--- config.mk ---
export PLATFORM = sky130hd
export DESIGN_NAME = shift_add_multiplier
export DESIGN_NICKNAME = d
export VERILOG_FILES = /design/src/rtl/shift_add_multiplier_pkg.sv /design/src/rtl/shift_add_step.sv /design/src/rtl/shift_add_multiplier.sv
export SDC_FILE = /design/constraint.sdc
export NUM_CORES = 1
export LEC_CHECK = 0
export ABC_CLOCK_PERIOD_IN_PS = 7400
export CORE_MARGIN = 10
export CORE_UTILIZATION = 30
export DETAILED_ROUTE_END_ITERATION = 8
export PLACE_DENSITY = 0.52
export SETUP_SLACK_MARGIN = 0.02
export SKIP_LAST_GASP = 1
export SYNTH_ARGS = -nofsm -noshare
export SYNTH_HDL_FRONTEND = slang
export SYNTH_SLANG_ARGS = --single-unit
--- constraint.sdc ---
create_clock -name clk -period 7.4 [get_ports clk]
set_input_delay 1.85 -clock clk [delete_from_list [all_inputs] [get_ports clk]]
set_output_delay 1.85 -clock clk [all_outputs]
set_load 0.02 [all_outputs]
--- src/rtl/shift_add_multiplier_pkg.sv ---
// Shared definitions for the shift-and-add multiplier.
//   state_t   : FSM encoding (IDLE=0, RUN=1, DONE=2; the unused code 3 falls back to IDLE)
//   cnt_width : width of the step counter, wide enough to hold WIDTH-1 without wrapping
package shift_add_multiplier_pkg;

    typedef enum logic [1:0] {
        ST_IDLE = 2'd0,
        ST_RUN  = 2'd1,
        ST_DONE = 2'd2
    } state_t;

    function automatic int cnt_width(input int width);
        return $clog2(width) + 1;
    endfunction

endpackage

--- src/rtl/shift_add_step.sv ---
// Single combinational shift-and-add step, shared with the planned radix-4 variant.
//   acc, mcand  : 2*WIDTH-bit partial product and shifted multiplicand
//   mplier      : WIDTH-bit remaining multiplier; its LSB selects the add
//   *_next      : values after one step (conditional add, mcand << 1, mplier >> 1)
module shift_add_step #(
    parameter int WIDTH = 32
) (
    input  logic [2*WIDTH-1:0] acc,
    input  logic [2*WIDTH-1:0] mcand,
    input  logic [WIDTH-1:0]   mplier,
    output logic [2*WIDTH-1:0] acc_next,
    output logic [2*WIDTH-1:0] mcand_next,
    output logic [WIDTH-1:0]   mplier_next
);

    // The product of two WIDTH-bit operands always fits in 2*WIDTH bits,
    // so the accumulate can never carry out.
    assign acc_next    = mplier[0] ? (acc + mcand) : acc;
    assign mcand_next  = mcand << 1;
    assign mplier_next = mplier >> 1;

endmodule

--- src/rtl/shift_add_multiplier.sv ---
// Iterative unsigned shift-and-add multiplier with valid/ready on both sides.
// Fixed latency of WIDTH cycles from accept to outValid, regardless of operands.
//   clk, reset          : clock, asynchronous active-high reset
//   inValid/inReady     : input handshake (inReady high only in IDLE)
//   inputSignal, factor : WIDTH-bit unsigned operands (factor used only if USE_PORT_FACTOR=1)
//   outValid/outReady   : output handshake (outValid high only in DONE)
//   result, overflow    : exact 2*WIDTH-bit product and "upper half non-zero" flag
module shift_add_multiplier
    import shift_add_multiplier_pkg::*;
#(
    parameter int WIDTH           = 32,
    parameter int DEFAULT_FACTOR  = 10,
    parameter bit USE_PORT_FACTOR = 1'b0
) (
    input  logic               clk,
    input  logic               reset,
    input  logic               inValid,
    output logic               inReady,
    input  logic [WIDTH-1:0]   inputSignal,
    input  logic [WIDTH-1:0]   factor,
    output logic               outValid,
    input  logic               outReady,
    output logic [2*WIDTH-1:0] result,
    output logic               overflow
);

    localparam int               PW         = 2 * WIDTH;
    localparam int               CW         = cnt_width(WIDTH);
    localparam logic [WIDTH-1:0] DEF_FACTOR = WIDTH'(DEFAULT_FACTOR);
    localparam logic [CW-1:0]    LAST_CNT   = CW'(WIDTH - 1);

    state_t            state_reg;
    state_t            state_next;
    logic [PW-1:0]     acc_reg;
    logic [PW-1:0]     mcand_reg;
    logic [WIDTH-1:0]  mplier_reg;
    logic [CW-1:0]     cnt_reg;
    logic [PW-1:0]     result_reg;
    logic              overflow_reg;

    logic [PW-1:0]     acc_step;
    logic [PW-1:0]     mcand_step;
    logic [WIDTH-1:0]  mplier_step;
    logic [WIDTH-1:0]  factor_sel;

    // Multiplier source is fixed at elaboration time.
    generate
        if (USE_PORT_FACTOR) begin : g_port_factor
            assign factor_sel = factor;
        end else begin : g_default_factor
            logic unused_factor;
            assign unused_factor = ^factor;
            assign factor_sel    = DEF_FACTOR;
        end
    endgenerate

    shift_add_step #(
        .WIDTH (WIDTH)
    ) u_step (
        .acc         (acc_reg),
        .mcand       (mcand_reg),
        .mplier      (mplier_reg),
        .acc_next    (acc_step),
        .mcand_next  (mcand_step),
        .mplier_next (mplier_step)
    );

    // ---------------- FSM ----------------
    always_ff @(posedge clk or posedge reset) begin
        if (reset) begin
            state_reg <= ST_IDLE;
        end else begin
            state_reg <= state_next;
        end
    end

    always_comb begin
        state_next = state_reg;
        inReady    = 1'b0;
        outValid   = 1'b0;
        case (state_reg)
            ST_IDLE: begin
                inReady = 1'b1;
                if (inValid) begin
                    state_next = ST_RUN;
                end
            end
            ST_RUN: begin
                // No early exit: every operation takes exactly WIDTH steps.
                if (cnt_reg == LAST_CNT) begin
                    state_next = ST_DONE;
                end
            end
            ST_DONE: begin
                outValid = 1'b1;
                if (outReady) begin
                    state_next = ST_IDLE;
                end
            end
            default: begin
                state_next = ST_IDLE;
            end
        endcase
    end

    // ---------------- Datapath ----------------
    always_ff @(posedge clk or posedge reset) begin
        if (reset) begin
            acc_reg      <= '0;
            mcand_reg    <= '0;
            mplier_reg   <= '0;
            cnt_reg      <= '0;
            result_reg   <= '0;
            overflow_reg <= 1'b0;
        end else begin
            case (state_reg)
                ST_IDLE: begin
                    if (inValid) begin
                        acc_reg    <= '0;
                        mcand_reg  <= {{WIDTH{1'b0}}, inputSignal};
                        mplier_reg <= factor_sel;
                        cnt_reg    <= '0;
                    end
                end
                ST_RUN: begin
                    acc_reg    <= acc_step;
                    mcand_reg  <= mcand_step;
                    mplier_reg <= mplier_step;
                    cnt_reg    <= cnt_reg + CW'(1);
                    // The final step's add is folded straight into the result.
                    if (cnt_reg == LAST_CNT) begin
                        result_reg   <= acc_step;
                        overflow_reg <= |acc_step[PW-1:WIDTH];
                    end
                end
                default: begin
                    // DONE holds result/overflow until the consumer takes them.
                end
            endcase
        end
    end

    assign result   = result_reg;
    assign overflow = overflow_reg;

endmodule

**Yosys cells after proc, flatten, opt, wreduce, memory -nomap -nowiden**

Index checks and enable logic that the tools add are counted.

- Register bits: 233
- Latch bits: 0
- Memory bits (writable): 0
- ROM bits: 0
- Output and inout bits: 67
- Word-level logic and storage cells: 36
- Memories: 0

- Add/sub/neg operators: 2
- Multipliers: 0
- Divide/modulo/power cells: 0
- Order comparisons: 0
- Eq/ne operators: 6
- Shifts and indexed selects: 0
- Multiplexer cells: 15
- Bitwise logic cells: 0
- Reductions and logical operators: 6

Operators with widths:

| operator | count |
|---|---|
| $pmux 64 s2 | 2 |
| $mux 64 | 3 |
| $add 64x64->64 | 1 |
| $pmux 32 s2 | 1 |
| $mux 32 | 1 |
| $reduce_or 32->1 | 1 |
| $pmux 6 s2 | 1 |
| $add 6x1->6 const B | 1 |
| $eq 6x5->1 const B | 1 |
| $mux 2 | 3 |
| $mux 6 | 1 |
| $ne 2x2->1 const B | 3 |
| $pmux 2 s3 | 1 |
| $reduce_and 2->1 | 2 |
| $reduce_and 3->1 | 1 |
| $eq 2x1->1 const B | 1 |
| $eq 2x2->1 const B | 1 |
| $logic_not 2->1 | 1 |
| $mux 1 | 2 |
| $reduce_bool 2->1 | 1 |

**Longest topological paths before layout**

Gate-level depths: netlist of run 1.

- Depth after elaboration: 3
- Gate-level depth with buffers: 15
- Mapped depth without buffers: 15

**Cells and area by module**

Synthesis of run 1 repeated with hierarchy kept, for this count alone.

- Cell total of the unflattened synthesis: 1,382
- Area, all modules: 14,121.0 µm²

Modules (own cells, without submodules):

| module | instances | cells an instance | area each (µm²) |
|---|---|---|---|
| shift_add_multiplier | 1 | 620 | 8,744.6 |
| shift_add_step | 1 | 762 | 5,376.4 |

**Worst setup path before layout of run 1**

No wires, ideal clock.

- Path kind: register to register
- From: register acc_reg[0]
- To: register overflow_reg, in the netlist overflow
- Setup time: 0.132 ns
- Data arrival time: 3.508 ns
- Path slack: 3.760 ns
- Stages on the path, launching flop included: 16
- Buffers on the path: 0
- Period minus slack after synthesis: 3.640 ns
- Cells stage by stage: dfrtp_1 > ha_1 > inv_1 > fa_1 > nand2b_1 > a21oi_1 > or3b_1 > a21oi_1 > o21a_2 > a2111o_1 > o221ai_1 > nand3b_1 > or4_1 > or4b_1 > nor4_2 > a31oi_1

- Longest elaborated chain between the ends: 3

RTL lines:

| what | line | text |
|---|---|---|
| from (decl) | shift_add_multiplier.sv:34 | `logic [PW-1:0] acc_reg;` |
| from (signal assigned) | shift_add_multiplier.sv:126 | `acc_reg <= acc_step;` |
| $add 64x64->64 | shift_add_step.sv:18 | `assign acc_next = mplier[0] ? (acc + mcand) : acc;` |
| $mux 64 | shift_add_step.sv:18 |  |
| $reduce_or 32->1 | shift_add_multiplier.sv:133 | `overflow_reg <= \|acc_step[PW-1:WIDTH];` |
| to (signal assigned) | shift_add_multiplier.sv:133 |  |
| to (decl) | shift_add_multiplier.sv:39 | `logic overflow_reg;` |

Every way passes these cells.
A chain may end at the register's enable or synchronous reset.

**Worst setup path in the final report of run 1**

- From: register mcand_reg[0]
- To: register overflow_reg, in the netlist overflow

- Longest elaborated chain between the ends: 3

RTL lines:

| what | line | text |
|---|---|---|
| from (decl) | shift_add_multiplier.sv:35 | `logic [PW-1:0] mcand_reg;` |
| from (signal assigned) | shift_add_multiplier.sv:120 | `mcand_reg <= {{WIDTH{1'b0}}, inputSignal};` |
| from (signal assigned) | shift_add_multiplier.sv:127 | `mcand_reg <= mcand_step;` |
| $add 64x64->64 | shift_add_step.sv:18 |  |
| $mux 64 | shift_add_step.sv:18 |  |
| $reduce_or 32->1 | shift_add_multiplier.sv:133 |  |

Every way passes these cells.

==> results.json, run 1 <==
{
  "yosysTopAreaCellShare": 0.412,
  "m1WireLength_um": 18500,
  "start_kind": "flop",
  "worstPathArrival_ps": 5090,
  "grt_pass1_vias": 10689,
  "cts_buffers": 25,
  "maxUsedRoutingLayer": "met4",
  "placementRows": 74,
  "syn_nets": 1527,
  "end_kind": "flop",
  "ant_nets": 0,
  "yosys-top-cells-area": "dfrtp_1 41%, o21ai_0 6.9%, ha_1 6.4%, nand2_1 5.6%, a21oi_1 5.4%",
  "status": "complete, no violations",
  "grt-ovfl-total": 0,
  "nets": 1588,
  "root_buffer": "clkbuf_16",
  "coreArea_um2": 40900,
  "cts.sinks": 205,
  "dpl.hpwl_um": 27900,
  "worstHoldPathType": "reg -> reg",
  "rr_worst_depth": 15,
  "stdcell_count": 2005,
  "skew_ps": 14.9,
  "critical-path-top-delay-family": "compound AO/OA/AOI/OAI gates",
  "layout-drive-gt1-share": 0.0584,
  "cts.hold.buffers_added": 0,
  "slowest_delay_ps": 530,
  "syn_to_final_growth_pct": 19.2,
  "gp_congestion": 0.897,
  "clk_pin_slew_ps": 60,
  "worstHoldPathCells": 2,
  "clock.fmax_mhz": 214,
  "r2r_start": "mcand_reg[0]$_DFFE_PP0P_",
  "drc": 0,
  "cp_max_fo": 4,
  "worstSkewPairLatency_ps": 550,
  "tns_ps": 0,
  "power.leakage_nw": 6.39,
  "r2r-end": "overflow$_DFFE_PP0P_",
  "synth_edf_count": 0,
  "drv_cap": 0,
  "drv_slew": 0,
  "via_per_inst": 5.39,
  "finalSetupViolations": 0,
  "cp_cell_sequence": "ha_1 > inv_1 > fa_1 > nand2b_1 > a21oi_1 > o21ai_1 > a311oi_2 > o21ai_0 > a21o_1 > a31oi_1 > nand4_1 > or4_1 > or4b_1 > nor4_2 > a31oi_1",
  "start_util": 0.304,
  "grt_max_degree": 159,
  "met2WireLength_um": 18100,
  "synth_top_cell_by_area": "dfrtp_1",
  "hold-path-endpoint": "result[40]$_DFFE_PP0P_",
  "min_from": "result[40]$_DFFE_PP0P_",
  "cts_max_level": 1,
  "post_cts_buffers": 0,
  "routed_wirelength_um": 39000,
  "fp.dieArea_um2": 50000,
  "dr.first_iter.drc_count": 722,
  "worst-r2r-setup-slack_ps": 2720,
  "crit_slowest_cell": "a311oi_2",
  "maxSlewHeadroom": 0.287,
  "worstSetupPathType": "reg -> reg",
  "cts_tree": "yes",
  "antenna_cells": 0,
  "synth-seq-area-share": 0.412,
  "synth_cell_types": 73,
  "netlist_area_um2": 12400,
  "grt_pass1_wl_um": 62200,
  "synth-seq-cells": 205,
  "yosys_warnings": 0,
  "syn_avg_cell_area_um2": 8.92,
  "fin_area_um2": 14800,
  "worst_slew_pin_slew_ps": 1070,
  "detail_route.wl_per_cell_um": 19.4,
  "first_pass_iters": 5,
  "grt_antenna_before_repair": 0,
  "cts_buffer_depth": 3,
  "boundaryPins": 135,
  "min_period_ps": 4680,
  "port_buffers": 102,
  "rsz0062_at_grt": "false",
  "placed_cells": 1960,
  "synthCells": 1394,
  "wl_met3_um": 1740,
  "cpMostUsedCell": "a31oi_1",
  "fp.dieW_um": 224,
  "hold_viol": 0,
  "fp.dieH_um": 224,
  "vdd_drop_max_mv": 0.190,
  "p_per_area_nw_per_um2": 369,
  "place_area_um2": 14000,
  "min_period_over_period": 0.632,
  "required_ps": 7810,
  "async_flop_share": 1.00,
  "crit_buf_inv": 1,
  "post_cts_resized": 0,
  "final_util": 0.362,
  "via_count": 10803,
  "ys.flop_type": "dfrtp_1",
  "grtUsageTotal": 0.150
}
## placed cells by master, fill, tap and decap left out, types with 8 or more instances in the layout
master,synthesis,routed
nor2_1,73,72
buf_4,0,14
a22o_1,61,61
o21a_1,8,8
nor2b_1,39,37
clkdlybuf4s50_1,0,102
a21o_1,23,23
dfrtp_1,205,204
nand3_1,14,14
nand2_1,185,184
a21oi_1,133,133
nand2b_1,9,9
nand4_1,31,31
mux2i_1,40,40
xnor2_1,31,31
a22oi_1,31,31
o21bai_1,17,16
ha_1,64,64
nor3_1,11,10
o21ai_0,171,171
a31oi_1,12,12
xor2_1,20,20
inv_1,26,25
clkbuf_16,0,25
## cell type report
cell class	instances	area (um2)
inverter	26	101
sequential	205	5130
clock inverter	12	125
timing repair buffer	117	1150
tap	532	666
clock buffer	33	726
multi-input combinational	1080	6930
fill	4218	26100
## metal layers
metal	up-vias	global-route usage
met2	239	0.247
met3	43	0.0233
met1	5298	0.205
met4	0	0.0318
met5	-	0
li1	5223	-
## cells by family (layout without fill, tap and decap cells)
| group | count (synthesis) | after routing | synth area share |
|---|---|---|---|
| AND/OR/NAND/NOR | 401 | 401 | 0.153 |
| buffers and inverters | 109 | 188 | 0.0335 |
| XOR/XNOR | 51 | 51 | 0.0359 |
| multiplexers | 45 | 45 | 0.0370 |
| adder cells (fa/ha/maj) | 65 | 65 | 0.0660 |
| AO/OA/AOI/OAI | 518 | 518 | 0.262 |
| flip-flops | 205 | 205 | 0.412 |
## synthesized netlist by cell type, types with 8 or more instances
library cell  number
clkbuf_1          73
xnor2_1           31
a31oi_1           12
nand4_1           31
nor3_1            11
nand2_1          185
o21a_1             8
o21bai_1          17
nand2b_1           9
a21oi_1          133
dfrtp_1          205
nor2b_1           39
nor2_1            73
o21ai_0          171
nand3_1           14
ha_1              64
a22o_1            61
inv_1             26
xor2_1            20
mux2i_1           40
a22oi_1           31
a21o_1            23
## how the worst max path moves through the flow
stage,start,endpoint,cells after the start
finish,mcand_reg[0]$_DFFE_PP0P_,overflow$_DFFE_PP0P_,15
global route,mcand_reg[0]$_DFFE_PP0P_,overflow$_DFFE_PP0P_,15
CTS,mcand_reg[0]$_DFFE_PP0P_,overflow$_DFFE_PP0P_,15
detailed placement,mcand_reg[0]$_DFFE_PP0P_,overflow$_DFFE_PP0P_,15
global placement,mcand_reg[0]$_DFFE_PP0P_,overflow$_DFFE_PP0P_,15
floorplan,reset,acc_reg[0]$_DFFE_PP0P_,1
## stage by stage
step                worst slack, ps  hold WS, ps  total power [W]
global placement               2800          464          0.00418
detailed placement             2760          462          0.00421
finish                         2720          472          0.00548
floorplan                      2890          467          0.00348
CTS                            2740          477          0.00552
global route                   2450          504          0.00588
## worst reg2reg max path: cells and delay by family, from the launching register on
kind	cells	cell delay, ps
compound gates	7	1930
fa+ha+maj	2	610
buf+inv	1	60
flops	1	390
simple gates	5	1570
## where the power goes
group,internal (W),switching [W]
registers,0.00141,0.000289
logic,0.000965,0.00154
clock network,0.000758,0.000512
total,0.00313,0.00234
Note: power is estimated with default switching activity, not from simulation.
==> run 2: changes to the inputs <==
Settings changed: ABC_CLOCK_PERIOD_IN_PS 7400 to 3910.
Clock period 7.4 ns to 3.91 ns, I/O delays scaled along.
==> run 2 against run 1 <==
  * Combinational power rose to 2.6 times the previous value
  * Via count rose by 7.6%
  * Die area stayed put
  * Largest power group unchanged
  * Core utilization is 4.8 points higher
  * First-iteration DRC count is 22% higher
  * Clock-buffer cell count fell by 3
  * The run now ends with negative setup slack left
  * Clock power increased by 97%
  * Routed wire length is 6.8% higher
  * Critical endpoint unchanged
  * Sequential power up 86%
  * Clock skew fell by 1.3 ps
  * Register-to-register slack got worse by 2800 ps
==> results.json, run 2 (synthesized netlist as in run 1, its figures left out) <==
{
  "status": "finished, violations left",
  "violations": "negative setup slack",
  "boundaryPins": 135,
  "rsz0062_at_grt": "true",
  "worstPathArrival_ps": 4440,
  "min_period_ps": 4030,
  "cp_max_fo": 2,
  "min_period_over_period": 1.03,
  "crit_buf_inv": 0,
  "fp.dieH_um": 224,
  "coreArea_um2": 40900,
  "placed_cells": 2176,
  "ant_nets": 0,
  "drv_slew": 0,
  "grt-ovfl-total": 0,
  "hold_viol": 0,
  "maxSlewHeadroom": 0.306,
  "grtUsageTotal": 0.163,
  "start_kind": "flop",
  "critical-path-top-delay-family": "simple AND/OR/NAND/NOR gates",
  "clk_pin_slew_ps": 60,
  "grt_antenna_before_repair": 0,
  "clock.fmax_mhz": 248,
  "dpl.hpwl_um": 30700,
  "via_per_inst": 5.21,
  "layout_common_cells": "233 x buf_4, 204 x dfrtp_1, 184 x nand2_1",
  "detail_route.wl_per_cell_um": 18.7,
  "fp.dieArea_um2": 50000,
  "drv_cap": 0,
  "layout-drive-gt1-share": 0.205,
  "gp_congestion": 0.895,
  "cts_buffers": 26,
  "worstHoldPathType": "reg -> reg",
  "layout_commonest_cell": "buf_4",
  "worst_slew_pin_slew_ps": 1040,
  "crit_slowest_cell": "or4b_4",
  "grt_pass1_wl_um": 66900,
  "cts_buffer_depth": 3,
  "cpMostUsedCell": "o211ai_1",
  "final_util": 0.410,
  "syn_to_final_growth_pct": 35.0,
  "cts_tree": "yes",
  "nets": 1810,
  "cts.sinks": 205,
  "cts_max_level": 1,
  "via_count": 11619,
  "vdd_drop_max_mv": 0.441,
  "grt_max_degree": 108,
  "cts.hold.buffers_added": 0,
  "port_buffers": 102,
  "routed_wirelength_um": 41600,
  "antenna_cells": 0,
  "root_buffer": "clkbuf_16",
  "fin_ws_ps": -116,
  "required_ps": 4330,
  "fillers": 4163,
  "finalSetupViolations": 1,
  "p_per_area_nw_per_um2": 724,
  "placementRows": 74,
  "end_kind": "flop",
  "worstSkewPairLatency_ps": 560,
  "finalPower_w": 0.0122,
  "first_pass_iters": 5,
  "dr.first_iter.drc_count": 878,
  "slowest_delay_ps": 560,
  "grt_pass1_vias": 11784,
  "power.leakage_nw": 7.54,
  "fp.dieW_um": 224,
  "drc": 0,
  "skew_ps": 13.6,
  "stdcell_count": 2228,
  "start_util": 0.304,
  "cp_cell_sequence": "ha_1 > o211ai_1 > o211ai_1 > or4b_4 > a31oi_4 > o211ai_1 > and4_1 > a211oi_2 > nand2_1 > or4_4 > or4b_4 > nor4_4 > a31oi_1",
  "worstSetupPathType": "reg -> reg"
}
==> run 2: worst paths after layout <==
kind                                     startpoint                      end  slack [ps]  depth (start not counted)
max                        mcand_reg[4]$_DFFE_PP0P_     overflow$_DFFE_PP0P_        -120                         13
min                          result[32]$_DFFE_PP0P_   result[32]$_DFFE_PP0P_         480                          2
max reg2reg                mcand_reg[4]$_DFFE_PP0P_     overflow$_DFFE_PP0P_        -120                         13
min reg2reg                  result[32]$_DFFE_PP0P_   result[32]$_DFFE_PP0P_         480                          2
max in group asynchronous                     reset    result[6]$_DFFE_PP0P_        2280                          3
min in group asynchronous                     reset  acc_reg[38]$_DFFE_PP0P_         830                          2
==> run 2: final cells by class <==
cell class	instances	area (um2)	share of cell area
clock buffer	30	717	0.0427
clock inverter	17	173	0.0103
inverter	26	101	0.00603
multi-input combinational	1080	7180	0.427
sequential	205	5130	0.306
tap	532	666	0.0396
timing repair buffer	338	2830	0.169
==> run 2: tightest hold or removal path, delay by kind of cell (launching register included) <==
kind            cells  cell delay [ps]
simple gates        1               40
flops               1              340
compound gates      1               60
==> run 2: metal layers <==
layer	GRT usage	vias to the layer above	share of wire
li1	-	5659	-
met4	0.0338	0	0.019
met3	0.0292	54	0.045
met5	0	-	0
met1	0.215	5661	0.46
met2	0.273	245	0.48
==> run 2: what timing repair did <==
action	4_1_cts	5_1_grt
endpoints found under the hold margin	0	0
resized for setup	22	24
setup endpoints to repair	1	4
setup buffers	1	4
pin swaps	7	15
==> run 2: report_power, final <==
group          switching [W]  internal (W)  total, W
logic                0.00342       0.00309   0.00651
clock network       0.000992       0.00151   0.00250
registers           0.000493       0.00266   0.00316
total                0.00491       0.00726    0.0122
==> run 2: per-stage QoR <==
step | hold WS [ps] | setup WS [ps] | area (um2) | setup TNS, ps
after floorplan | 467 | 270 | 12400 | 0
after global placement | 465 | -234 | 15600 | -234
after detailed placement | 471 | -281 | 15600 | -281
after CTS | 483 | -93.0 | 16600 | -93.0
after global routing | 498 | -244 | 16800 | -244
final | 478 | -116 | 16800 | -116
==> run 3: changes to the inputs <==
Settings changed: CELL_PAD_IN_SITES_DETAIL_PLACEMENT from default to 0, CELL_PAD_IN_SITES_GLOBAL_PLACEMENT from default to 1, PLACE_DENSITY 0.52 to default, PLACE_DENSITY_LB_ADDON from default to 0.1.
==> run 3 against run 2 <==
  * The run still ends with negative setup slack left
  * Worst setup slack gained 10 ps
  * Non-clock buffer count increased by 26
  * Clock power fell by 11%
  * Clock-buffer cell count increased by 5
  * Critical path depth grew 2
  * Global-route usage up 1.0 points
  * Via count down 1.2%
  * Worst hold slack got worse by 13 ps
  * Largest cell class unchanged
  * Largest power group unchanged
  * Highest routed layer unchanged
==> results.json, run 3 (synthesized netlist as in run 1, its figures left out) <==
{
  "drv_slew": 0,
  "placementRows": 74,
  "grtUsageTotal": 0.173,
  "placed_cells": 2205,
  "dpl.hpwl_um": 31900,
  "fp.dieArea_um2": 50000,
  "grt_pass1_vias": 12054,
  "rsz0062_at_grt": "true",
  "coreArea_um2": 40900,
  "place_area_um2": 15900,
  "first_pass_iters": 5,
  "rr_worst_depth": 15,
  "fp.dieW_um": 224,
  "nets": 1835,
  "grt_max_degree": 108,
  "vdd_drop_max_mv": 0.297,
  "r2r-end": "overflow$_DFFE_PP0P_",
  "via_per_inst": 5.11,
  "r2r_start": "mcand_reg[9]$_DFFE_PP0P_",
  "gp_congestion": 0.854,
  "antenna_cells": 0,
  "clock.fmax_mhz": 249,
  "finalSetupViolations": 1,
  "status": "finished, violations left",
  "cp_max_fo": 4,
  "cts.hold.buffers_added": 0,
  "cts_max_level": 1,
  "boundaryPins": 135,
  "grt_pass1_wl_um": 70300,
  "fin_area_um2": 17000,
  "worstHoldPathType": "reg -> reg",
  "start_util": 0.304,
  "start_kind": "flop",
  "grt-ovfl-total": 0,
  "worst-r2r-setup-slack_ps": -110,
  "finalPower_w": 0.0122,
  "detail_route.wl_per_cell_um": 19.3,
  "endpoint": "overflow$_DFFE_PP0P_",
  "required_ps": 4330,
  "layout_commonest_cell": "buf_4",
  "drc": 0,
  "fp.dieH_um": 224,
  "cts.sinks": 205,
  "cts_buffer_depth": 3,
  "worst_slew_pin_slew_ps": 1060,
  "syn_to_final_growth_pct": 36.8,
  "via_count": 11474,
  "hold_viol": 0,
  "layout-drive-gt1-share": 0.217,
  "hold-worst-slack_ps": 465,
  "drv_cap": 0,
  "final_util": 0.416,
  "end_kind": "flop",
  "worstSkewPairLatency_ps": 560,
  "min_period_over_period": 1.03,
  "cts_tree": "yes",
  "grt_antenna_before_repair": 0,
  "skew_ps": 16.2,
  "worstPathArrival_ps": 4440,
  "power.leakage_nw": 7.61,
  "stdcell_count": 2246,
  "layout_common_cells": "254 x buf_4, 204 x dfrtp_1, 184 x nand2_1",
  "violations": "negative setup slack",
  "maxSlewHeadroom": 0.291,
  "port_buffers": 102,
  "dr.first_iter.drc_count": 609,
  "ant_nets": 0,
  "clk_pin_slew_ps": 60,
  "root_buffer": "clkbuf_16",
  "p_per_area_nw_per_um2": 716,
  "min_period_ps": 4020,
  "worstSetupPathType": "reg -> reg",
  "cts_buffers": 25,
  "fin_ws_ps": -105,
  "routed_wirelength_um": 43300,
  "crit_start": "mcand_reg[9]$_DFFE_PP0P_"
}
run 3: cell count changes in the layout (fill, tap and decap cells not counted), sizes merged:
cell      delta
clkinv       -9
buf         +26
clkinvlp     -2
clkbuf       +5
bufinv       -2
run 3: per-layer routing:
| layer | part of all wire | global-route usage | vias up |
|---|---|---|---|
| met1 | 0.48 | 0.235 | 5592 |
| met4 | 0.014 | 0.0283 | 0 |
| li1 | - | - | 5698 |
| met3 | 0.031 | 0.0247 | 37 |
| met2 | 0.47 | 0.290 | 147 |
| met5 | 0 | 0 | - |
run 3: worst min path at each step:
stage	slack, ps	from	endpoint	depth (start not counted)
after CTS	470	result[40]$_DFFE_PP0P_	result[40]$_DFFE_PP0P_	2
after detailed placement	460	result[40]$_DFFE_PP0P_	result[40]$_DFFE_PP0P_	2
after global placement	450	result[40]$_DFFE_PP0P_	result[40]$_DFFE_PP0P_	2
after floorplan	470	mplier_reg[3]$_DFFE_PP0P_	mplier_reg[3]$_DFFE_PP0P_	2
after global routing	510	result[47]$_DFFE_PP0P_	result[47]$_DFFE_PP0P_	2
final	470	result[40]$_DFFE_PP0P_	result[40]$_DFFE_PP0P_	2
run 3: through the flow:
step / setup WS [ps] / TNS [ps]
after floorplan: 270 / 0
after global placement: -362 / -362
after CTS: -227 / -227
after global routing: -252 / -252
after detailed placement: -365 / -373
final: -105 / -105
run 3: where the power goes:
group	internal (W)	total, W	switching (W)
Sequential	0.00267	0.00317	0.000500
Clock	0.00128	0.00222	0.000939
Combinational	0.00328	0.00680	0.00353
run 3: final cells by class:
| type | count | area [um2] |
|---|---|---|
| fill | 4174 | 23900 |
| multi-input combinational | 1080 | 7310 |
| sequential | 205 | 5130 |
| timing repair buffer | 364 | 3060 |
| clock buffer | 35 | 693 |
| tap | 532 | 666 |
| inverter | 26 | 101 |
| clock inverter | 4 | 52.6 |
run 3: worst max-delay path: stages, from the launching register on:
cell      delay, ps
dfrtp_1         420
ha_4            300
nand4_2         130
o31ai_2         250
a31oi_1          60
buf_4           150
buf_4           140
a311oi_4        470
o31ai_4         150
o311ai_4        250
mux2_4          220
nand4_1          90
or4_4           450
or4b_4          530
nor4_4          160
a31oi_1         110
run 3: timing repair:
item | CTS | global route
gates resized for setup | 51 | 20
endpoints found under the setup margin | 4 | 6
cloned | 0 | 0
buffers inserted | 3 | 0
pin swaps | 25 | 8
